--- src/rtl/uart_tx_arbiter.sv ---
// uart_tx_arbiter: round-robin scheduler that shares one UART transmitter
// among N_REQ byte requesters. It grants one pending requester, latches its
// byte, pulses tx_start, follows the frame through tx_busy, acknowledges the
// requester and then holds an inter-frame gap before granting again.
module uart_tx_arbiter #(
    parameter int N_REQ        = 4,     // number of requesters (2..8)
    parameter int GAP_CYCLES   = 5210,  // idle cycles between frames, 0 = no gap
    parameter int BUSY_TIMEOUT = 16     // cycles allowed for tx_busy to rise
) (
    input  logic               clk,
    input  logic               rst,
    input  logic [N_REQ-1:0]   req,
    input  logic [8*N_REQ-1:0] req_data,
    output logic [N_REQ-1:0]   ack,
    output logic               tx_start,
    output logic [7:0]         tx_data,
    input  logic               tx_busy,
    output logic [2:0]         grant_id,
    output logic               active,
    output logic               err
);

    localparam int IDX_W = (N_REQ > 1) ? $clog2(N_REQ) : 1;
    localparam int GAP_W = (GAP_CYCLES > 1) ? $clog2(GAP_CYCLES) : 1;
    localparam int TMO_W = (BUSY_TIMEOUT > 1) ? $clog2(BUSY_TIMEOUT) : 1;
    localparam logic [GAP_W-1:0] GAP_LAST = GAP_W'((GAP_CYCLES > 0) ? GAP_CYCLES - 1 : 0);
    localparam logic [TMO_W-1:0] TMO_LAST = TMO_W'((BUSY_TIMEOUT > 0) ? BUSY_TIMEOUT - 1 : 0);

    typedef enum logic [2:0] {
        S_IDLE,
        S_LOAD,
        S_START,
        S_WAIT_BUSY,
        S_WAIT_DONE,
        S_GAP
    } state_t;

    state_t           state;
    state_t           state_nxt;
    logic [2:0]       ptr;        // highest-priority requester for the next search
    logic [2:0]       sel_q;      // requester picked in IDLE, consumed in LOAD
    logic [TMO_W-1:0] tmo_cnt;
    logic [GAP_W-1:0] gap_cnt;
    logic             pick_valid;
    logic [2:0]       pick_idx;
    logic [3:0]       cand;
    logic             grab;
    logic             timeout;
    logic             done;
    logic [7:0]       req_bytes [N_REQ];

    // Unpack the flat data bus into one byte per requester.
    for (genvar g = 0; g < N_REQ; g++) begin : g_bytes
        assign req_bytes[g] = req_data[8*g +: 8];
    end

    // Successor index with wrap from N_REQ-1 back to 0.
    function automatic logic [2:0] next_idx(input logic [2:0] i);
        return (i == 3'(N_REQ - 1)) ? 3'd0 : i + 3'd1;
    endfunction

    // Rotated priority search: the lowest offset from ptr with req set wins.
    // NOTE: every variable written here gets a default before any branch, so
    // no path leaves one unassigned and no latch is inferred.
    always_comb begin
        pick_valid = 1'b0;
        pick_idx   = '0;
        cand       = '0;
        for (int k = N_REQ - 1; k >= 0; k--) begin
            cand = {1'b0, ptr} + 4'(k);
            if (cand >= 4'(N_REQ)) begin
                cand = cand - 4'(N_REQ);
            end
            if (req[cand[IDX_W-1:0]]) begin
                pick_valid = 1'b1;
                pick_idx   = cand[2:0];
            end
        end
    end

    // State register.
    // NOTE: sequential state uses non-blocking assignments so every register
    // samples pre-edge values regardless of block evaluation order.
    always_ff @(posedge clk) begin
        if (rst) begin
            state <= S_IDLE;
        end else begin
            state <= state_nxt;
        end
    end

    // Next-state logic plus the single-cycle strobes that drive the datapath.
    always_comb begin
        state_nxt = state;
        tx_start  = 1'b0;
        grab      = 1'b0;
        timeout   = 1'b0;
        done      = 1'b0;
        case (state)
            S_IDLE: begin
                if (pick_valid) begin
                    grab      = 1'b1;
                    state_nxt = S_LOAD;
                end
            end
            S_LOAD: begin
                state_nxt = S_START;
            end
            S_START: begin
                tx_start  = 1'b1;
                state_nxt = S_WAIT_BUSY;
            end
            S_WAIT_BUSY: begin
                if (tx_busy) begin
                    state_nxt = S_WAIT_DONE;
                end else if (tmo_cnt == TMO_LAST) begin
                    timeout   = 1'b1;
                    state_nxt = S_IDLE;
                end
            end
            S_WAIT_DONE: begin
                // The first low on tx_busy ends the frame; later glitches are ignored.
                if (!tx_busy) begin
                    done      = 1'b1;
                    state_nxt = (GAP_CYCLES > 0) ? S_GAP : S_IDLE;
                end
            end
            S_GAP: begin
                if (gap_cnt == GAP_LAST) begin
                    state_nxt = S_IDLE;
                end
            end
            default: begin
                state_nxt = S_IDLE;
            end
        endcase
    end

    // Grant capture, byte latch, pointer rotation, ack pulse, error flag, counters.
    always_ff @(posedge clk) begin
        if (rst) begin
            sel_q    <= '0;
            tx_data  <= 8'h00;
            grant_id <= '0;
            ptr      <= '0;
            ack      <= '0;
            err      <= 1'b0;
            tmo_cnt  <= '0;
            gap_cnt  <= '0;
        end else begin
            if (grab) begin
                sel_q <= pick_idx;
            end
            // The byte is frozen here, so later req_data changes cannot reach the UART.
            if (state == S_LOAD) begin
                tx_data  <= req_bytes[sel_q[IDX_W-1:0]];
                grant_id <= sel_q;
            end
            // A timed-out requester also drops to lowest priority; it keeps req and retries.
            if (timeout || done) begin
                ptr <= next_idx(grant_id);
            end
            if (timeout) begin
                err <= 1'b1;
            end
            ack <= done ? (N_REQ'(1) << grant_id) : '0;
            // Leaving WAIT_BUSY or GAP (including START) clears the counter.
            tmo_cnt <= (state == S_WAIT_BUSY) ? tmo_cnt + 1'b1 : '0;
            gap_cnt <= (state == S_GAP) ? gap_cnt + 1'b1 : '0;
        end
    end

    assign active = (state != S_IDLE);

endmodule

--- config.mk ---
export PLATFORM = sky130hd
export DESIGN_NAME = uart_tx_arbiter
export DESIGN_NICKNAME = d
export VERILOG_FILES = /design/src/rtl/uart_tx_arbiter.sv
export SDC_FILE = /design/constraint.sdc
export NUM_CORES = 1
export LEC_CHECK = 0
export ABC_AREA = 1
export CAP_MARGIN = 40
export CORE_UTILIZATION = 40
export CTS_CLUSTER_SIZE = 20
export DETAILED_ROUTE_END_ITERATION = 8
export PLACE_DENSITY_LB_ADDON = 0.2
export SYNTH_ARGS = -nofsm -noshare
export SYNTH_HDL_FRONTEND = slang
export SYNTH_SLANG_ARGS = --single-unit
--- constraint.sdc ---
create_clock -name clk -period 1.5 [get_ports clk]
set_input_delay 0.3 -clock clk [delete_from_list [all_inputs] [get_ports clk]]
set_output_delay 0.3 -clock clk [all_outputs]
set_load 0.02 [all_outputs]
==> flow_summary.ini <==
[power]
leakage_nw = 1.42
ir_worst_vdd_mv = 0.457
powerDensity_nw_per_um2 = 846

[timing]
max_freq_mhz = 687
fin_crit_ns = 1.46
hold_violations = 0
maxSlewHeadroom_pct = 80.4
rsz0062_at_grt = yes
finClkSkew_ns = 0.00838
setup_viol = 0
slew_viol_final = 0
final.period_utilization_pct = 97.0
setup_slack_ns = 0.0446
worst_pin_slew_ns = 0.293

[critical_path]
cp-end-kind = flop
required_ns = 1.69
crit_top_cell = nand2_1
critPathBufInv = 3
critPathSlowestCell = dfxtp_4
cp_slowest_stage_delay_ns = 0.38
worstPathCellList = inv_6 -> ha_4 -> nand3_2 -> nand2_4 -> nor2_4 -> nand2_1 -> nand2_2 -> inv_2 -> nand3_1 -> nand2_1 -> inv_1
cp_max_fo = 5
cp-start-kind = flop
arrival_ns = 1.65
path_class = flop to flop
crit_family = simple AND/OR/NAND/NOR gates

[global_route]
grt_start_max_net_pins = 22
grt_pass1_vias = 2146
antenna_found_initial = 0
overflow = 0
gr-usage-all-layers_pct = 18.5
grt_pass1_wl_mm = 9.06

[synth]
syn_avg_cell_area_um2 = 6.93
synth-async-reset-ratio_pct = 0
yosys.area_share.xor_xnor_pct = 0.386
synth_compound_area_share_pct = 16.6
muxShareOfSynthArea_pct = 3.53
yosysSeqAreaShare_pct = 37.1
synth_nets = 372
synth_top_family_by_area = simple AND/OR/NAND/NOR gates
synth_ff_type = dfxtp_1
yosys.area_share.simple_pct = 28.1
ys_ff_latch = 42
netlist_area_um2 = 2270
ys_types = 29
yosysWarnings = 0
synth-edff-count = 0
yosys.area_share.adder_pct = 3.31
syn_inst = 327

[run]
maxCapViolations = 0

[clock_network]
root_buffer = clkbuf_8
clock_sinks = 42
clock_latency_ns = 0.29
cts_tree = done
cts_buffers = 5
htreeDepth = 2
path_clk_slew_ns = 0.08
ctsHoldBuffers = 0
cts_max_path_buffers = 2

[finish]
stdcell_count = 479
seqCellArea_um2 = 852
fill_cells = 521
num_antenna_cells = 0
area_delta_synth_final_pct = 43.5
multi_input_comb_area_um2 = 1290
finalNetCount = 451
drive_gt1_share_pct = 18.9

[drt]
drt-initial-drc-count = 118
routed_wl_mm = 5.43
antenna_left = 0
num_vias = 2318
dr.pass1.iters = 4
via_per_inst = 4.84
route.detailed.drc = 0
wl_per_cell_um = 11.3

[floorplan]
core_area_um2 = 5470
ioPinCount = 57
die_h_um = 77.3
rows = 27
die_area_um2 = 5970
start_util_pct = 41.4
die_w_um = 77.3

[place]
dp_cells = 470
portBuffers = 56
gp_congestion = 0.839
place_ws_ns = -0.211
dp_hpwl_mm = 4.06

[min_path]
hp-class = flop to flop

[run_status]
status = finished clean
[stage by stage]
step	power [W]	hold WS, ns	setup TNS (ns)	area [µm²]	util, %
after floorplan	0.00167	0.418	-0.000255	2280	-
after global placement	0.00202	0.431	-0.854	3070	56.0
after detailed placement	0.00203	0.437	-1.28	3070	56.0
after CTS	0.00275	0.457	0	3150	57.5
after global routing	0.00292	0.449	-0.237	3250	59.5
final	0.00275	0.436	0	3250	59.5
[cells in the mapped netlist (3+ instances only)]
library cell   n  area share, %
ha_1           6            3.3
dfxtp_1       42             37
nand2_2        4            1.1
buf_2          4           0.88
o21ai_1        8            1.8
inv_2          5           0.83
nand3_1       20            4.4
o21ai_0       24            5.3
nor3_2         3            1.3
nor2_1        46            7.6
mux2i_1        8            3.5
nor3_1         4           0.88
inv_1         45            7.5
nand2_1       55            9.1
nand3_2        3            1.3
a21oi_1       23            5.1
o221ai_1       8            3.1
[worst register-to-register path, delay by kind of cell (launching register included)]
kind,cells,cell delay (ns)
simple gates,7,0.56
flops,1,0.38
fa+ha+maj,1,0.28
buf+inv,3,0.14
[power by group]
part	switching, W	internal, W
Sequential	0.0000466	0.00119
Combinational	0.000411	0.000358
Clock	0.000381	0.000372
Total	0.000839	0.00191
[state kept, by name (all words and copies together) (netlist names), 3 cells and up]
register,flops
gap_cnt,13
tx_data,8
ack,4
tmo_cnt,4
grant_id,3
ptr,3
sel_q,3
state,3
[routing by layer]
metal / GRT usage, % / vias to the layer above / routed length, µm
li1: - / 1225 / -
met1: 23.4 / 1037 / 2560
met2: 31.2 / 51 / 2550
met3: 3.69 / 5 / 259
met4: 6.04 / 0 / 57
met5: 0 / - / 0
[kinds of logic (layout without fill, tap and decap cells)]
group,count (synthesis),after routing
buffers and inverters,60,140
XOR/XNOR,1,1
AND/OR/NAND/NOR,143,143
AO/OA/AOI/OAI,67,67
flip-flops,42,42
multiplexers,8,8
adder cells (fa/ha/maj),6,6
[final timing paths]
kind | startpoint | endpoint | slack, ns | depth (start not counted)
max | ptr[0]$_SDFFE_PP0P_ | sel_q[0]$_SDFFE_PP0P_ | 0.04 | 11
min | gap_cnt[0]$_SDFF_PP0_ | gap_cnt[0]$_SDFF_PP0_ | 0.44 | 1
max reg2reg | ptr[0]$_SDFFE_PP0P_ | sel_q[0]$_SDFFE_PP0P_ | 0.04 | 11
min reg2reg | gap_cnt[0]$_SDFF_PP0_ | gap_cnt[0]$_SDFF_PP0_ | 0.44 | 1
[what timing repair did]
| action | CTS | global route |
|---|---|---|
| pin swaps | 2 | 9 |
| endpoints found under the setup margin | 23 | 17 |
| gates resized for setup | 34 | 27 |
| setup buffers | 0 | 1 |
[cell usage in the layout, fill, tap and decap left out, types with 3 or more instances in the layout]
| cell type | synthesis | layout |
|---|---|---|
| nand3_2 | 3 | 6 |
| nor3_1 | 4 | 3 |
| o21ai_0 | 24 | 23 |
| clkbuf_8 | 0 | 6 |
| nor2_2 | 2 | 3 |
| ha_1 | 6 | 5 |
| dfxtp_2 | 0 | 3 |
| dfxtp_1 | 42 | 37 |
| inv_1 | 45 | 43 |
| inv_2 | 5 | 6 |
| buf_4 | 0 | 22 |
| o221ai_1 | 8 | 8 |
| nand2_1 | 55 | 50 |
| nor2_1 | 46 | 40 |
| dlygate4sd2_1 | 0 | 16 |
| clkdlybuf4s50_1 | 0 | 38 |
| mux2i_1 | 8 | 8 |
| nand3_1 | 20 | 16 |
| a21oi_1 | 23 | 23 |
| nand2_2 | 4 | 8 |
| nor2_4 | 0 | 5 |
| o21ai_1 | 8 | 9 |
[cell type report]
cell class	instances	area share, %
Multi-Input combinational cell	225	39.7
Timing Repair Buffer	80	22.3
Clock buffer	7	2.65
Clock inverter	1	0.154
Tap cell	72	2.77
Inverter	52	6.23
Sequential cell	42	26.2
(Power assumes the default switching activity.)
